===== config.mk =====
export PLATFORM = sky130hd
export DESIGN_NAME = conv_mac_pipe
export DESIGN_NICKNAME = d
export VERILOG_FILES = /design/src/rtl/conv_mac_pipe.sv
export SDC_FILE = /design/constraint.sdc
export NUM_CORES = 1
export LEC_CHECK = 0
export CAP_MARGIN = 10
export CORE_UTILIZATION = 35
export DETAILED_ROUTE_END_ITERATION = 10
export PLACE_DENSITY = 0.58
export SYNTH_ARGS = -nofsm -noshare
export SYNTH_HDL_FRONTEND = slang
export SYNTH_SLANG_ARGS = --single-unit
export TNS_END_PERCENT = 50

===== constraint.sdc =====
create_clock -name clk -period 29.2 [get_ports clk]
set_input_delay 5.84 -clock clk [delete_from_list [all_inputs] [get_ports clk]]
set_output_delay 5.84 -clock clk [all_outputs]
set_load 0.05 [all_outputs]

===== src/rtl/conv_mac_pipe.sv =====
// One K x K convolution window per job: LANES multiplies per beat, then bias, shift, ReLU, saturate.
// Result first valid BEATS+2 cycles after the acceptance cycle; it holds until out_ready, with no new job accepted meanwhile.
module conv_mac_pipe #(
    parameter int FILTER_SIZE = 3,
    parameter int DATA_W      = 8,
    parameter int COEF_W      = 8,
    parameter int LANES       = 3,
    parameter int ACC_W       = 32,
    parameter int OUT_W       = 16
) (
    input  logic                                       clk,
    input  logic                                       rst,
    input  logic                                       in_valid,
    output logic                                       in_ready,
    input  logic [FILTER_SIZE*FILTER_SIZE*DATA_W-1:0]  window_in,
    input  logic [FILTER_SIZE*FILTER_SIZE*COEF_W-1:0]  filter_flat,
    input  logic [ACC_W-1:0]                           bias,
    input  logic [4:0]                                 shift_amt,
    input  logic                                       relu_en,
    output logic                                       out_valid,
    input  logic                                       out_ready,
    output logic [OUT_W-1:0]                           result,
    output logic                                       sat_flag,
    output logic                                       busy
);

    localparam int NTAP   = FILTER_SIZE * FILTER_SIZE;
    localparam int BEATS  = (NTAP + LANES - 1) / LANES;
    localparam int BEAT_W = (BEATS > 1) ? $clog2(BEATS) : 1;

    localparam logic [1:0] IDLE   = 2'd0;
    localparam logic [1:0] ACCUM  = 2'd1;
    localparam logic [1:0] POST   = 2'd2;
    localparam logic [1:0] OUTPUT = 2'd3;

    localparam logic signed [ACC_W-1:0] SAT_MAX = ACC_W'((64'sd1 <<< (OUT_W - 1)) - 64'sd1);
    localparam logic signed [ACC_W-1:0] SAT_MIN = -SAT_MAX - ACC_W'(1);

    logic [1:0]                          state;
    logic [BEAT_W-1:0]                   beat;
    logic signed [ACC_W-1:0]             acc;
    logic [NTAP*DATA_W-1:0]              win_q;
    logic [NTAP*COEF_W-1:0]              filt_q;
    logic signed [ACC_W-1:0]             bias_q;
    logic [4:0]                          shift_q;
    logic                                relu_q;

    int                                  beat_base;
    logic signed [ACC_W-1:0]             px;
    logic signed [ACC_W-1:0]             cf;
    logic signed [ACC_W-1:0]             lane_sum;

    logic signed [ACC_W-1:0]             biased;
    logic signed [ACC_W-1:0]             shifted;
    logic signed [ACC_W-1:0]             post_v;
    logic [OUT_W-1:0]                    sat_res;
    logic                                sat_hit;

    assign in_ready = rst && (state == IDLE);
    assign busy     = rst && (state != IDLE);

    // Pixels zero-extend, coefficients sign-extend; taps past the last window element add nothing.
    always_comb begin
        beat_base = int'(beat) * LANES;
        lane_sum  = '0;
        px        = '0;
        cf        = '0;
        for (int l = 0; l < LANES; l++) begin
            if (beat_base + l < NTAP) begin
                px       = ACC_W'(win_q[(beat_base + l)*DATA_W +: DATA_W]);
                cf       = ACC_W'($signed(filt_q[(beat_base + l)*COEF_W +: COEF_W]));
                lane_sum = lane_sum + px * cf;
            end
        end
    end

    always_comb begin
        biased  = acc + bias_q;
        shifted = biased >>> shift_q;
        post_v  = (relu_q && shifted < 0) ? '0 : shifted;
        sat_hit = 1'b0;
        sat_res = OUT_W'(post_v);
        if (post_v > SAT_MAX) begin
            sat_res = OUT_W'(SAT_MAX);
            sat_hit = 1'b1;
        end else if (post_v < SAT_MIN) begin
            sat_res = OUT_W'(SAT_MIN);
            sat_hit = 1'b1;
        end
    end

    always_ff @(posedge clk) begin
        if (!rst) begin
            state     <= IDLE;
            acc       <= '0;
            beat      <= '0;
            result    <= '0;
            sat_flag  <= 1'b0;
            out_valid <= 1'b0;
        end else begin
            case (state)
                IDLE: begin
                    if (in_valid) begin
                        win_q   <= window_in;
                        filt_q  <= filter_flat;
                        bias_q  <= bias;
                        shift_q <= shift_amt;
                        relu_q  <= relu_en;
                        acc     <= '0;
                        beat    <= '0;
                        state   <= ACCUM;
                    end
                end
                ACCUM: begin
                    acc <= acc + lane_sum;
                    if (beat == BEAT_W'(BEATS - 1)) begin
                        state <= POST;
                    end else begin
                        beat <= beat + 1'b1;
                    end
                end
                POST: begin
                    result    <= sat_res;
                    sat_flag  <= sat_hit;
                    out_valid <= 1'b1;
                    state     <= OUTPUT;
                end
                default: begin
                    if (out_ready) begin
                        out_valid <= 1'b0;
                        state     <= IDLE;
                    end
                end
            endcase
        end
    end

endmodule


==> results.cfg, run 1 <==
[floorplanning]
std_cell_rows = 95
core_area_um2 = 67160
initial_core_util_pct = 35.36
die-area_um2 = 68890
die_h_um = 262.5
dieWidth_um = 262.5
io-pin-count = 206

[setup_path]
critical-path-slowest-cell = sky130_fd_sc_hd__dfxtp_4
critical_path_required_ns = 29.69
critPathLaunch = beat[0]
setup_crit_path_kind = register to register
crit_arrival_ns = 16.97
end_of_the_worst_register_to_register_path = acc[31]
critPathMaxStageDelay_ns = 0.91
cp-end-kind = register
setup.worst_path.start_class = register
reg2regPathDepth = 53
reg2reg_setup_slack_ns = 12.72
critPathMostFrequentCell = sky130_fd_sc_hd__fa_1
crit_path_max_fanout = 58
regToRegStartpoint = beat[0]

[finish]
synthToLayoutAreaGrowth_pct = 15.60
final_cell_mix = sky130_fd_sc_hd__nor2_1 (327), sky130_fd_sc_hd__ha_1 (277), sky130_fd_sc_hd__inv_1 (267), sky130_fd_sc_hd__clkdlybuf4s50_1 (205), sky130_fd_sc_hd__nand2_1 (184)
most_frequent_standard_cell_in_the_layout_excluding_fill_and_tap_cells = sky130_fd_sc_hd__nor2_1
drive_gt1_share_pct = 5.717
number_of_nets_in_the_final_layout = 3336
antenna_cells = 0

[sta]
slew_headroom_pct = 22.41
grt_setup_unrepaired = false
setup_tns_ns = 0
finalHoldViolCount = 0
final.min_clock_period_ns = 16.48
timing.final.setup_violations = 0
post-route-period-util_pct = 56.44
worstMarginPinSlew_ns = 1.160
finalClockSkew_ns = 0.02270
fmax_mhz = 60.68
final_max_slew_viol_count = 0

[drt]
drt-total-wl_um = 61740
drt_iter0_drc = 861
avgViaCountPerCell = 5.186
via_count = 18770
drt-pass1-iter-count = 5
route.detailed.wl_per_inst_um = 17.06
count_of_nets_left_with_antenna_violations_after_detail_routing = 0
drc = 0

[yosys]
yosys_top_cell_area_share_pct = 23.02
post_syn_nets = 3175
synth_edf_count = 182
number_of_distinct_standard_cells_referenced_by_the_synthesized_netlist = 106
synthesized_area_per_cell_um2 = 9.250
yosysSeqAreaShare_pct = 27.57
ys_top_cells_by_area = sky130_fd_sc_hd__edfxtp_1 (23%), sky130_fd_sc_hd__ha_1 (15%), sky130_fd_sc_hd__fa_1 (12%)
dominantRegCellSynth = sky130_fd_sc_hd__edfxtp_1
yosys_warnings = 0
asyncSetResetFlopFracSynth_pct = 0
syn_area_um2 = 23750
synth.ff_latch_count = 236
postSynthCellCount = 2567
yosysTopAreaCell = sky130_fd_sc_hd__edfxtp_1

[clocking]
clkTransAtPathRegs_ns = 0.06
tritoncts.num_buffers = 27
cts_sinks = 236
post_cts_hold_buffer_count = 0
insertion_delay_ns = 0.56
clock_tree.root_cell = sky130_fd_sc_hd__clkbuf_16
cts_tree = yes
htreeDepth = 1
cts.repair_timing.setup_buffer_count = 0
clock_tree.buffer_depth = 3
post_cts_resized = 0

[worst_hold_path]
worst_hold_startpoint = result[3]
hold_crit_endpoint = result[3]
instance_count_along_the_most_critical_hold_path = 2
hold_path.class = register to register

[placed_design]
dpl.hpwl_um = 49850
globalplace.congestion = 0.8984
portBuffers = 205

[global_routing]
grt_antenna_before_repair = 1
gr-total-overflow = 0
grt_pass1_vias = 19520
grt_first_pass_wirelength_um = 100700
globalRouteTotalUtil_pct = 17.79
grt_max_degree = 78

[outcome]
status = finished, final reports clean

[job]
timing.max_cap.violations = 0
layout make-up:
class | instances | area (um2)
well taps | 873 | 1092
fillers | 6592 | 39710
inverters | 271 | 1017
multi-input cells | 1968 | 15720
repair buffers | 224 | 2195
clock buffers | 31 | 721.9
clock inverters | 16 | 157.7
flip-flops and latches | 236 | 6551
cell usage after synthesis (9+ instances only):
cell	n
sky130_fd_sc_hd__a21oi_1	153
sky130_fd_sc_hd__nor2b_1	31
sky130_fd_sc_hd__nor2_1	327
sky130_fd_sc_hd__xnor2_1	50
sky130_fd_sc_hd__and3_1	19
sky130_fd_sc_hd__mux2_2	11
sky130_fd_sc_hd__xor2_1	29
sky130_fd_sc_hd__inv_1	267
sky130_fd_sc_hd__nand4_1	9
sky130_fd_sc_hd__or3_1	19
sky130_fd_sc_hd__a21o_1	54
sky130_fd_sc_hd__o21ai_1	20
sky130_fd_sc_hd__o21bai_1	11
sky130_fd_sc_hd__clkbuf_1	55
sky130_fd_sc_hd__a211oi_1	35
sky130_fd_sc_hd__buf_1	12
sky130_fd_sc_hd__mux2i_1	78
sky130_fd_sc_hd__dfxtp_1	54
sky130_fd_sc_hd__and2_1	18
sky130_fd_sc_hd__o21ai_0	86
sky130_fd_sc_hd__or2_2	28
sky130_fd_sc_hd__o21a_1	19
sky130_fd_sc_hd__a21boi_0	13
sky130_fd_sc_hd__o211ai_1	14
sky130_fd_sc_hd__a211o_1	9
sky130_fd_sc_hd__fa_1	144
sky130_fd_sc_hd__a211oi_2	11
sky130_fd_sc_hd__nor3_1	49
sky130_fd_sc_hd__a31oi_1	13
sky130_fd_sc_hd__nand2_1	184
sky130_fd_sc_hd__a22oi_1	28
sky130_fd_sc_hd__nand2b_1	32
sky130_fd_sc_hd__edfxtp_1	182
sky130_fd_sc_hd__nand3_1	41
sky130_fd_sc_hd__ha_1	278
sequential cells by signal, indices dropped and copies added (netlist names):
name and count:
acc 32, beat 2, bias_q 32, filt_q 72, out_valid 1, relu_q 1
result 16, sat_flag 1, shift_q 5, state 2, win_q 72
worst max-delay path, delay by kind of cell, from the launching register on:
family,cells,cell delay [ns]
flops,1,0.91
compound gates,13,3.76
fa+ha+maj,18,8.11
buf+inv,8,0.95
xor+xnor,2,0.35
simple gates,12,2.29
stage by stage:
step	cell area [um2]	hold slack (ns)	std cells	setup slack [ns]	utilization (%)
global route	27450	0.4928	3619	11.79	40.87
detailed placement	26570	0.4718	3572	12.60	39.56
floorplan	23750	0.4679	2567	14.24	-
global placement	26570	0.4702	3572	12.85	39.56
CTS	27450	0.4792	3619	12.61	40.87
finish	27450	0.4781	3619	12.72	40.87
routing by layer:
metal,global-route usage (%),vias to the layer above,part of all wire (%)
met4,5.119,2,2.9
li1,-,9364,-
met2,31.94,389,49
met3,1.883,88,3.2
met1,22.44,8924,45
met5,0,-,0.021
worst max path at each step:
stage	to	slack, ns	cells past startpoint
after floorplan	acc[31]	14.24	55
after global placement	acc[31]	12.85	52
after detailed placement	acc[31]	12.60	52
after CTS	acc[31]	12.61	52
after global routing	acc[31]	11.79	52
final	acc[31]	12.72	53
logic make-up (layout without fill, tap and decap cells):
kind of cell	Yosys count	count (layout)	share of synthesized area, %
flip-flops	236	236	27.57
XOR/XNOR	79	79	2.914
AND/OR/NAND/NOR	804	804	15.79
buffers and inverters	363	542	6.376
adder cells (fa/ha/maj)	422	422	26.79
AO/OA/AOI/OAI	571	571	16.47
multiplexers	92	92	4.094
Power of run 1 is not shown: default switching activity piles up to over one toggle a cycle in this logic, so the estimate is an artifact.
==> run 2: changes to the inputs <==
Clock period 29.2 ns to 16.9 ns, I/O delays scaled along.
==> run 2 against run 1 <==
Against the previous run: core utilization is 0.23 points higher; clock skew hardly changed; non-clock buffer count is 4 higher; largest cell class unchanged; final area is 0.56% higher; register-to-register slack worse by 12 ns; sequential share of layout area is 0.13 points lower; first-iteration DRC count is 9.1% higher; critical path type unchanged; wire length is 0.18% lower; sequential cell count stayed put; critical path depth is 1 lower.
==> results.cfg, run 2 (synthesized netlist as in run 1, its figures left out) <==
[outcome]
status = finished, final reports clean

[drt]
count_of_nets_left_with_antenna_violations_after_detail_routing = 0
via_count = 18920
drc = 0
avgViaCountPerCell = 5.215
route.detailed.wl_per_inst_um = 16.99
drt_iter0_drc = 939
drt-total-wl_um = 61630
drt-pass1-iter-count = 5

[finish]
fin_util_pct = 41.10
synthToLayoutAreaGrowth_pct = 16.25
final-instance-count-excl-fill = 3628
final_cell_mix = sky130_fd_sc_hd__nor2_1 (327), sky130_fd_sc_hd__ha_1 (277), sky130_fd_sc_hd__inv_1 (267), sky130_fd_sc_hd__clkdlybuf4s50_1 (205), sky130_fd_sc_hd__nand2_1 (184)
fill_cells = 6526
antenna_cells = 0
number_of_nets_in_the_final_layout = 3341
most_frequent_standard_cell_in_the_layout_excluding_fill_and_tap_cells = sky130_fd_sc_hd__nor2_1
biggestRegsByFlops = filt_q (72), win_q (72)
fin_area_um2 = 27600
final-seq-area_um2 = 6551
drive_gt1_share_pct = 6.243
multiInputGateArea_um2 = 15720

[clocking]
cts.repair_timing.setup_buffer_count = 0
cts_sinks = 236
insertion_delay_ns = 0.57
tritoncts.num_buffers = 28
clkTransAtPathRegs_ns = 0.06
clock_tree.buffer_depth = 3
clock_tree.root_cell = sky130_fd_sc_hd__clkbuf_16
htreeDepth = 1
cts_tree = yes

[sta]
grt_setup_unrepaired = false
setup_tns_ns = 0
post-route-period-util_pct = 94.52
finalHoldViolCount = 0
final.min_clock_period_ns = 15.97
finalClockSkew_ns = 0.02240
final_max_slew_viol_count = 0
slew_headroom_pct = 28.63
fmax_mhz = 62.60
timing.final.setup_violations = 0
worstMarginPinSlew_ns = 1.071

[global_routing]
grt_antenna_before_repair = 1
gr-total-overflow = 0
grt_first_pass_wirelength_um = 99970
globalRouteTotalUtil_pct = 17.67
grt_max_degree = 90
grt_pass1_vias = 19320

[setup_path]
critical_path_required_ns = 17.39
crit_path_max_fanout = 35
critical-path-slowest-cell = sky130_fd_sc_hd__a2111oi_1
cp-end-kind = register
critPathMaxStageDelay_ns = 0.62
setup.worst_path.start_class = register
setup_crit_path_kind = register to register
crit_arrival_ns = 16.46
critPathMostFrequentCell = sky130_fd_sc_hd__fa_1

[floorplanning]
die-area_um2 = 68890
core_area_um2 = 67160
initial_core_util_pct = 35.36
io-pin-count = 206
dieWidth_um = 262.5
die_h_um = 262.5
std_cell_rows = 95

[placed_design]
portBuffers = 205
dpl.hpwl_um = 50350
place_area_um2 = 26590
globalplace.congestion = 0.9256
dp.cells = 3575

[job]
timing.max_cap.violations = 0

[worst_hold_path]
hold_path.class = register to register
run 2: worst paths after layout:
kind                                 from         to  slack (ns)  cells after the start
worst max register to register    beat[0]    acc[31]        0.93                     52
worst min register to register  result[6]  result[6]        0.49                      2
worst max-delay path              beat[0]    acc[31]        0.93                     52
worst min-delay path            result[6]  result[6]        0.49                      2
run 2: repair_timing:
item,in CTS,in global routing
resized for setup,0,2
hold buffers,0,0
setup endpoints to repair,0,1
run 2: stage by stage:
step,worst slack (ns),hold WS (ns)
after floorplan,1.941,0.4679
after global placement,0.9818,0.4762
after detailed placement,0.7474,0.4798
after CTS,0.7433,0.4886
after global routing,0.01554,0.5097
final,0.9266,0.4898
run 2: layout make-up:
cell class | count | area share [%]
repair buffers | 228 | 8.073
well taps | 873 | 3.957
flip-flops and latches | 236 | 23.73
clock inverters | 23 | 1.047
multi-input cells | 1968 | 56.95
inverters | 271 | 3.685
clock buffers | 29 | 2.552
run 2: worst max-delay path: cells and delay by family, from the launching register on:
kind / cells / cell delay [ns]
and+or+nand+nor: 12 / 2.90
adders and majority gates: 18 / 8.07
xor gates and xnor gates: 2 / 0.33
AOI/OAI and AO/OA: 13 / 3.38
buffers and inverters: 7 / 0.77
DFF: 1 / 0.48
run 2: per-layer routing:
layer / share of wire, % / track usage (%) / vias up
met1: 44 / 21.96 / 9038
met2: 50 / 32.35 / 408
met5: 0 / 0 / -
li1: - / - / 9380
met3: 3.4 / 1.846 / 93
met4: 2.4 / 4.610 / 0
Power of run 2 is left out for the same reason.
==> run 3: changes to the inputs <==
Settings changed: ABC_CLOCK_PERIOD_IN_PS set to 16900.
==> results of run 3 <==
Final layout, timing and power as in run 2 (identical DEF).
Power of run 3 is left out for the same reason.
